--- src/rtl/mb_reconstruct_writer_pkg.sv ---
// Shared state codes, sample-index landmarks and default plane bases for the
// macroblock reconstruction writer.
package mb_reconstruct_writer_pkg;

  typedef enum logic [1:0] {
    MB_RECON_IDLE  = 2'd0,
    MB_RECON_READ  = 2'd1,
    MB_RECON_WRITE = 2'd2
  } recon_state_e;

  localparam logic [18:0] CB_BASE_DEFAULT = 19'h19500;
  localparam logic [18:0] CR_BASE_DEFAULT = 19'h1FA40;

  localparam int unsigned RECON_CB_FIRST_IDX = 256;
  localparam int unsigned RECON_CR_FIRST_IDX = 320;
  localparam int unsigned RECON_LAST_WORD    = 95;

  // Last word of the Y and Cb planes; the following word starts a new plane origin.
  localparam logic [6:0] RECON_Y_LAST_WORD  = 7'(RECON_CB_FIRST_IDX / 4 - 1);
  localparam logic [6:0] RECON_CB_LAST_WORD = 7'(RECON_CR_FIRST_IDX / 4 - 1);

endpackage

--- src/rtl/mb_reconstruct_writer_if.sv ---
// Sample read ports (prediction + residual) and framestore write port.
interface mb_reconstruct_writer_if;
  logic [10:0] Prediction_Address_O;
  logic [7:0]  Prediction_Data_I;
  logic [8:0]  Residual_Address_O;
  logic [8:0]  Residual_Data_I;
  logic [18:0] Framestore_Address_O;
  logic [31:0] Framestore_Data_O;
  logic        Framestore_Write_En_O;
  logic        Framestore_Busy_I;
  logic        Framestore_Active_O;

  modport master (
    output Prediction_Address_O, Residual_Address_O,
           Framestore_Address_O, Framestore_Data_O, Framestore_Write_En_O, Framestore_Active_O,
    input  Prediction_Data_I, Residual_Data_I, Framestore_Busy_I
  );

  modport slave (
    input  Prediction_Address_O, Residual_Address_O,
           Framestore_Address_O, Framestore_Data_O, Framestore_Write_En_O, Framestore_Active_O,
    output Prediction_Data_I, Residual_Data_I, Framestore_Busy_I
  );
endinterface

--- src/rtl/mb_reconstruct_writer_recon_pixel_sat.sv ---
// Prediction + signed residual, clamped to an 8-bit pixel.
module recon_pixel_sat (
  input  logic [7:0] pred_i,
  input  logic [8:0] res_i,
  input  logic       intra_i,
  output logic [7:0] pix_o
);
  logic [7:0]        pred_eff;
  logic signed [9:0] sum;

  assign pred_eff = intra_i ? 8'd0 : pred_i;
  assign sum      = $signed({2'b00, pred_eff}) + $signed({res_i[8], res_i});

  always_comb begin
    pix_o = sum[7:0];
    if (sum < 10'sd0)        pix_o = 8'd0;
    else if (sum > 10'sd255) pix_o = 8'd255;
  end
endmodule

--- src/rtl/mb_reconstruct_writer.sv ---
// Reconstructs one 4:2:0 macroblock: reads 4 samples per word, adds and saturates,
// packs them and writes 96 words into the framestore using per-plane line accumulators.
module mb_reconstruct_writer
  import mb_reconstruct_writer_pkg::*;
#(
  parameter logic [18:0] CB_BASE_ADDR = CB_BASE_DEFAULT,
  parameter logic [18:0] CR_BASE_ADDR = CR_BASE_DEFAULT
) (
  input  logic        clock,
  input  logic        resetn,
  input  logic        Start_Recon_I,
  output logic        Done_Recon_O,
  input  logic [8:0]  Current_MB_Row_I,
  input  logic [9:0]  Current_MB_Column_I,
  input  logic [11:0] Image_Horizontal_I,
  input  logic        Macroblock_Intra_I,
  mb_reconstruct_writer_if.master bus
);
  recon_state_e state_q;
  logic [2:0]   rcnt_q;
  logic [8:0]   idx_q;
  logic [1:0]   xw_q, xw_d;
  logic [18:0]  line_q, line_d, cb_org_q, cr_org_q, ystr_q, cstr_q, fs_addr_q;
  logic [31:0]  pack_q;
  logic         we_q, done_q, active_q, intra_q;
  logic [6:0]   word;
  logic [7:0]   pix;
  logic [18:0]  row19, col19, w19, y_org_c, cb_off_c;

  assign row19    = 19'(Current_MB_Row_I);
  assign col19    = 19'(Current_MB_Column_I);
  assign w19      = 19'(Image_Horizontal_I);
  // Plane origins are the only multiplies; they run once at start.
  assign y_org_c  = (row19 * 19'd16) * (w19 >> 2) + col19 * 19'd4;
  assign cb_off_c = (row19 * 19'd8) * (w19 >> 3) + col19 * 19'd2;

  // While in WRITE, idx_q sits at 4k+3 so its upper bits are the word number.
  assign word = idx_q[8:2];

  recon_pixel_sat u_sat (
    .pred_i  (bus.Prediction_Data_I),
    .res_i   (bus.Residual_Data_I),
    .intra_i (intra_q),
    .pix_o   (pix)
  );

  always_comb begin
    line_d = line_q;
    xw_d   = xw_q + 2'd1;
    if (word == RECON_Y_LAST_WORD) begin
      line_d = cb_org_q;
      xw_d   = 2'd0;
    end else if (word == RECON_CB_LAST_WORD) begin
      line_d = cr_org_q;
      xw_d   = 2'd0;
    end else if (word < RECON_Y_LAST_WORD) begin
      if (xw_q == 2'd3) begin
        line_d = line_q + ystr_q;
        xw_d   = 2'd0;
      end
    end else if (xw_q == 2'd1) begin
      line_d = line_q + cstr_q;
      xw_d   = 2'd0;
    end
  end

  always_ff @(posedge clock) begin
    if (!resetn) begin
      state_q   <= MB_RECON_IDLE;
      rcnt_q    <= '0;
      idx_q     <= '0;
      xw_q      <= '0;
      line_q    <= '0;
      cb_org_q  <= '0;
      cr_org_q  <= '0;
      ystr_q    <= '0;
      cstr_q    <= '0;
      fs_addr_q <= '0;
      pack_q    <= '0;
      we_q      <= 1'b0;
      done_q    <= 1'b1;
      active_q  <= 1'b0;
      intra_q   <= 1'b0;
    end else begin
      case (state_q)
        MB_RECON_IDLE: if (Start_Recon_I) begin
          state_q  <= MB_RECON_READ;
          done_q   <= 1'b0;
          active_q <= 1'b1;
          rcnt_q   <= '0;
          idx_q    <= '0;
          xw_q     <= '0;
          intra_q  <= Macroblock_Intra_I;
          line_q   <= y_org_c;
          cb_org_q <= CB_BASE_ADDR + cb_off_c;
          cr_org_q <= CR_BASE_ADDR + cb_off_c;
          ystr_q   <= w19 >> 2;
          cstr_q   <= w19 >> 3;
        end
        MB_RECON_READ: begin
          // Data arrives one cycle after its address, so slot n fills at rcnt n+1.
          case (rcnt_q)
            3'd1:    pack_q[31:24] <= pix;
            3'd2:    pack_q[23:16] <= pix;
            3'd3:    pack_q[15:8]  <= pix;
            3'd4:    pack_q[7:0]   <= pix;
            default: ;
          endcase
          if (rcnt_q < 3'd3) idx_q <= idx_q + 9'd1;
          if (rcnt_q == 3'd4) begin
            state_q   <= MB_RECON_WRITE;
            rcnt_q    <= '0;
            we_q      <= 1'b1;
            fs_addr_q <= line_q + 19'(xw_q);
          end else begin
            rcnt_q <= rcnt_q + 3'd1;
          end
        end
        MB_RECON_WRITE: if (!bus.Framestore_Busy_I) begin
          we_q   <= 1'b0;
          idx_q  <= idx_q + 9'd1;
          line_q <= line_d;
          xw_q   <= xw_d;
          if (word == 7'(RECON_LAST_WORD)) begin
            state_q  <= MB_RECON_IDLE;
            done_q   <= 1'b1;
            active_q <= 1'b0;
          end else begin
            state_q <= MB_RECON_READ;
          end
        end
        default: state_q <= MB_RECON_IDLE;
      endcase
    end
  end

  assign Done_Recon_O              = done_q;
  assign bus.Prediction_Address_O  = {2'b00, idx_q};
  assign bus.Residual_Address_O    = idx_q;
  assign bus.Framestore_Address_O  = fs_addr_q;
  assign bus.Framestore_Data_O     = pack_q;
  assign bus.Framestore_Write_En_O = we_q;
  assign bus.Framestore_Active_O   = active_q;
endmodule
--- src/flat_wrapper.sv ---
// flat-port wrapper written by rule: the top's interface ports become plain ports
module mb_reconstruct_writer_flat import mb_reconstruct_writer_pkg::*;
#(
  parameter logic [18:0] CB_BASE_ADDR = CB_BASE_DEFAULT,
  parameter logic [18:0] CR_BASE_ADDR = CR_BASE_DEFAULT
)
  (clock, resetn, Start_Recon_I, Done_Recon_O, Current_MB_Row_I, Current_MB_Column_I, Image_Horizontal_I, Macroblock_Intra_I, bus_Prediction_Address_O, bus_Residual_Address_O, bus_Framestore_Address_O, bus_Framestore_Data_O, bus_Framestore_Write_En_O, bus_Framestore_Active_O, bus_Prediction_Data_I, bus_Residual_Data_I, bus_Framestore_Busy_I);
  mb_reconstruct_writer_if bus_i ();
  input  logic clock;
  input  logic resetn;
  input  logic Start_Recon_I;
  output logic Done_Recon_O;
  input  logic [8:0] Current_MB_Row_I;
  input  logic [9:0] Current_MB_Column_I;
  input  logic [11:0] Image_Horizontal_I;
  input  logic Macroblock_Intra_I;
  output wire logic [$bits(bus_i.Prediction_Address_O)-1:0] bus_Prediction_Address_O;
  output wire logic [$bits(bus_i.Residual_Address_O)-1:0] bus_Residual_Address_O;
  output wire logic [$bits(bus_i.Framestore_Address_O)-1:0] bus_Framestore_Address_O;
  output wire logic [$bits(bus_i.Framestore_Data_O)-1:0] bus_Framestore_Data_O;
  output wire logic [$bits(bus_i.Framestore_Write_En_O)-1:0] bus_Framestore_Write_En_O;
  output wire logic [$bits(bus_i.Framestore_Active_O)-1:0] bus_Framestore_Active_O;
  input wire logic [$bits(bus_i.Prediction_Data_I)-1:0] bus_Prediction_Data_I;
  input wire logic [$bits(bus_i.Residual_Data_I)-1:0] bus_Residual_Data_I;
  input wire logic [$bits(bus_i.Framestore_Busy_I)-1:0] bus_Framestore_Busy_I;
  assign bus_Prediction_Address_O = bus_i.Prediction_Address_O;
  assign bus_Residual_Address_O = bus_i.Residual_Address_O;
  assign bus_Framestore_Address_O = bus_i.Framestore_Address_O;
  assign bus_Framestore_Data_O = bus_i.Framestore_Data_O;
  assign bus_Framestore_Write_En_O = bus_i.Framestore_Write_En_O;
  assign bus_Framestore_Active_O = bus_i.Framestore_Active_O;
  assign bus_i.Prediction_Data_I = bus_Prediction_Data_I;
  assign bus_i.Residual_Data_I = bus_Residual_Data_I;
  assign bus_i.Framestore_Busy_I = bus_Framestore_Busy_I;
  mb_reconstruct_writer #(.CB_BASE_ADDR(CB_BASE_ADDR), .CR_BASE_ADDR(CR_BASE_ADDR)) u_core (.clock(clock), .resetn(resetn), .Start_Recon_I(Start_Recon_I), .Done_Recon_O(Done_Recon_O), .Current_MB_Row_I(Current_MB_Row_I), .Current_MB_Column_I(Current_MB_Column_I), .Image_Horizontal_I(Image_Horizontal_I), .Macroblock_Intra_I(Macroblock_Intra_I), .bus(bus_i));
endmodule
--- config.mk ---
export PLATFORM = sky130hd
export DESIGN_NAME = mb_reconstruct_writer_flat
export DESIGN_NICKNAME = d
export VERILOG_FILES = /design/src/rtl/mb_reconstruct_writer_pkg.sv /design/src/rtl/mb_reconstruct_writer_if.sv /design/src/rtl/mb_reconstruct_writer_recon_pixel_sat.sv /design/src/rtl/mb_reconstruct_writer.sv /design/src/flat_wrapper.sv
export SDC_FILE = /design/constraint.sdc
export NUM_CORES = 1
export LEC_CHECK = 0
export ABC_AREA = 1
export CAP_MARGIN = 0
export CORE_ASPECT_RATIO = 0.8
export CORE_UTILIZATION = 45
export DETAILED_ROUTE_END_ITERATION = 7
export PLACE_DENSITY = 0.65
export SETUP_SLACK_MARGIN = 0.02
export SYNTH_ARGS = -nofsm -noshare
export SYNTH_HDL_FRONTEND = slang
export SYNTH_SLANG_ARGS = --single-unit
--- constraint.sdc ---
create_clock -name clock -period 6.4 [get_ports clock]
set_input_delay 1.28 -clock clock [delete_from_list [all_inputs] [get_ports clock]]
set_output_delay 1.28 -clock clock [all_outputs]
set_load 0.03 [all_outputs]
==> results.cfg <==
[route]
ant_nets = 0
drc = 0
drt_iter0_markers = 867
drt-vias-per-instance = 4.97
routed_wl_mm = 35.7
wire_per_inst_um = 14.5
drtPass1Iterations = 8
vias = 12200

[sta]
slew_headroom_pct = 35.1
tightest_slew_ps = 969
fmax_ghz = 0.166
min_period_ps = 6020
skew_ps = 9.68
finalSetupTns_ps = 0
finalHoldViolCount = 0
hold_slack_ps = 472
maxSlewViolCount = 0
setup_slack_ps = 381
grt_setup_unrepaired = no
setup_viol = 0
fin_crit_sh_pct = 94.0

[clocking]
htree_num_levels = 4
numCtsBuffers = 17
root_buffer = clkbuf_16
holdBufCountCts = 0
clk_path_buf_depth = 2
insertion_delay_ps = 420
cts_tree = done
clk_pin_slew_ps = 60
cts.sinks = 131

[pwr]
pwr_density_cell_nw_per_um2 = 463
switching_power_mw = 3.67
p_seq_share_pct = 13.4
pwr-share-comb_pct = 74.1
cellLeakagePower_nw = 8.71
pwr-share-clk_pct = 12.4
internal_power_mw = 3.92
swShare_pct = 48.3
peakVddDrop_mv = 0.401

[synthesis]
synth_warnings = 0
ys_ff_latch = 131
synthTopCellsByCount = inv_1, nand2_1, o21ai_0
async_flop_share_pct = 0
yosysMostFrequentCell = inv_1
ys_top_cells_by_area = dfxtp_1, fa_1, inv_1, nand2_1, ha_1
yosysUniqueCellTypes = 54
synth_top_area_share_pct = 19.7
syn_avg_cell_area_um2 = 7.14
ys_seq_area_share_pct = 19.7
synth_area_um2 = 13300
synth_enable_flop_cells = 0
syn-instance-count = 1863
yosys_most_used_dff = dfxtp_1
synth_top_area_cell = dfxtp_1

[worst_setup_path]
crit_buf_inv = 7
critical-path-top-delay-family = adder cells
cp-start-kind = input pin
end_kind = register
ff2ff_path_depth = 23
rr_startpoint = u_core.bus.Residual_Address_O[2]
critical_path_class = input pin to register
r2r_setup_slack_ps = 2260
cp_max_fo = 5
required_ps = 6720
crit_slowest_cell = fa_1
arrival_ps = 6340
rr_endpoint = u_core.line_q[16]
crit_path_max_incr_delay_ps = 580

[global_routing]
grt-ovfl-total = 0
grt_pass1_vias = 12100
groute.usage.overall_pct = 24.5
antenna_found_initial = 0
grt_max_degree = 104
grt_first_pass_wirelength_mm = 60.1

[placed_design]
pre_cts_ws_ps = -383
dp.cells = 2430
dpl.hpwl_mm = 29.2
routabilityCongestion = 0.909
port_buffers = 122

[worst_hold_path]
hold_end = u_core.ystr_q[8]
worstHoldStart = u_core.ystr_q[8]
hp-class = register to register
whs_path_depth = 2

[die]
initial_core_util_pct = 46.4
rows = 55
core_um2 = 28600
die_area_um2 = 30200
ioPinCount = 127
chipHeight_um = 156
die_x_um = 194

[cells_and_area]
drive_gt1_share_pct = 12.9
instances_no_fill = 2463
diodes = 0
area_growth_pct = 23.4
layout.nets = 2345

[job]
cap_viol_max_count = 0

[outcome]
outcome = finished, final reports clean
sequential cells by signal (all words and copies together) (netlist names):
signal,cells
u_core.bus.Framestore_Data_O,32
u_core.Done_Recon_O,1
u_core.bus.Framestore_Write_En_O,1
u_core.rcnt_q,3
u_core.line_q,19
u_core.xw_q,2
u_core.cr_org_q,18
u_core.intra_q,1
u_core.ystr_q,10
u_core.bus.Framestore_Active_O,1
u_core.cb_org_q,13
u_core.bus.Residual_Address_O,9
u_core.bus.Framestore_Address_O,19
u_core.state_q,2
final cells by class:
class | count | area, um2
Clock inverter | 13 | 126
Timing Repair Buffer | 271 | 2390
Multi-Input combinational cell | 1273 | 8900
Tap cell | 370 | 463
Inverter | 386 | 1460
Fill cell | 2723 | 12200
Clock buffer | 19 | 443
Sequential cell | 131 | 2620
per-layer routing:
metal	global-route usage (%)	routed length, um	up-vias
met4	4.16	353	0
met1	37.1	18800	5699
met3	3.74	1770	29
met5	0	0	-
li1	-	-	6264
met2	37.0	14700	256
through the flow:
stage          total power, mW  util (%)  instance area [um2]
2_1_floorplan             4.61         -                13300
3_3_place_gp              6.50      55.1                15800
3_5_place_dp              6.57      55.1                15800
4_1_cts                   7.56      57.1                16300
5_1_grt                   8.36      57.3                16400
6_report                  7.59      57.3                16400
worst max-delay path by stage:
stage,startpoint,to,depth (start not counted)
final,Image_Horizontal_I[5],u_core.line_q[16],27
after global routing,Current_MB_Row_I[7],u_core.cb_org_q[18],27
after CTS,Image_Horizontal_I[5],u_core.cr_org_q[15],29
after detailed placement,Image_Horizontal_I[5],u_core.cr_org_q[18],33
after global placement,Image_Horizontal_I[5],u_core.cb_org_q[18],29
after floorplan,Image_Horizontal_I[4],u_core.cb_org_q[18],29
kinds of logic (layout without fill, tap and decap cells):
group,after synthesis,after routing,share of synthesized area (%)
adder cells (fa/ha/maj),212,212,25.8
other,1,2,0.0282
AO/OA/AOI/OAI,361,361,14.9
XOR/XNOR,64,64,4.50
buffers and inverters,460,689,13.5
flip-flops,131,131,19.7
AND/OR/NAND/NOR,634,634,21.4
power groups by stage:
stage | registers (mW) | logic [mW] | clock network (mW)
after global routing | 1.03 | 6.33 | 0.995
final | 1.02 | 5.63 | 0.942
after CTS | 1.02 | 5.59 | 0.956
after detailed placement | 1.04 | 5.54 | 0
after floorplan | 1.02 | 3.59 | 0
after global placement | 1.03 | 5.47 | 0
cells in the final DEF, fill, tap and decap left out, types with 9 or more instances in the layout:
cell,count
inv_1,366
nand2_1,363
o21ai_0,148
buf_4,146
a21oi_1,138
dfxtp_1,131
ha_1,108
clkdlybuf4s50_1,107
nor2_1,106
fa_1,103
nand3_1,73
xor2_1,43
o21bai_1,22
xnor2_1,19
nand2_2,19
clkbuf_16,17
inv_2,16
nand4_1,14
dlymetal6s2s_1,13
o211ai_1,11
nor3_1,10
nor2_2,9
a31oi_1,9
repair_timing:
| action | in CTS | in global routing |
|---|---|---|
| setup endpoints to repair | 0 | 23 |
| gates resized for setup | 0 | 21 |
| buffers inserted | 0 | 1 |
worst register-to-register path, delay by kind of cell (launching register included):
kind            cells  cell delay [ps]
simple gates       10             1390
buf+inv             6              540
compound gates      5             1100
flops               1              390
fa+ha+maj           2              640
(Power assumes the default switching activity.)
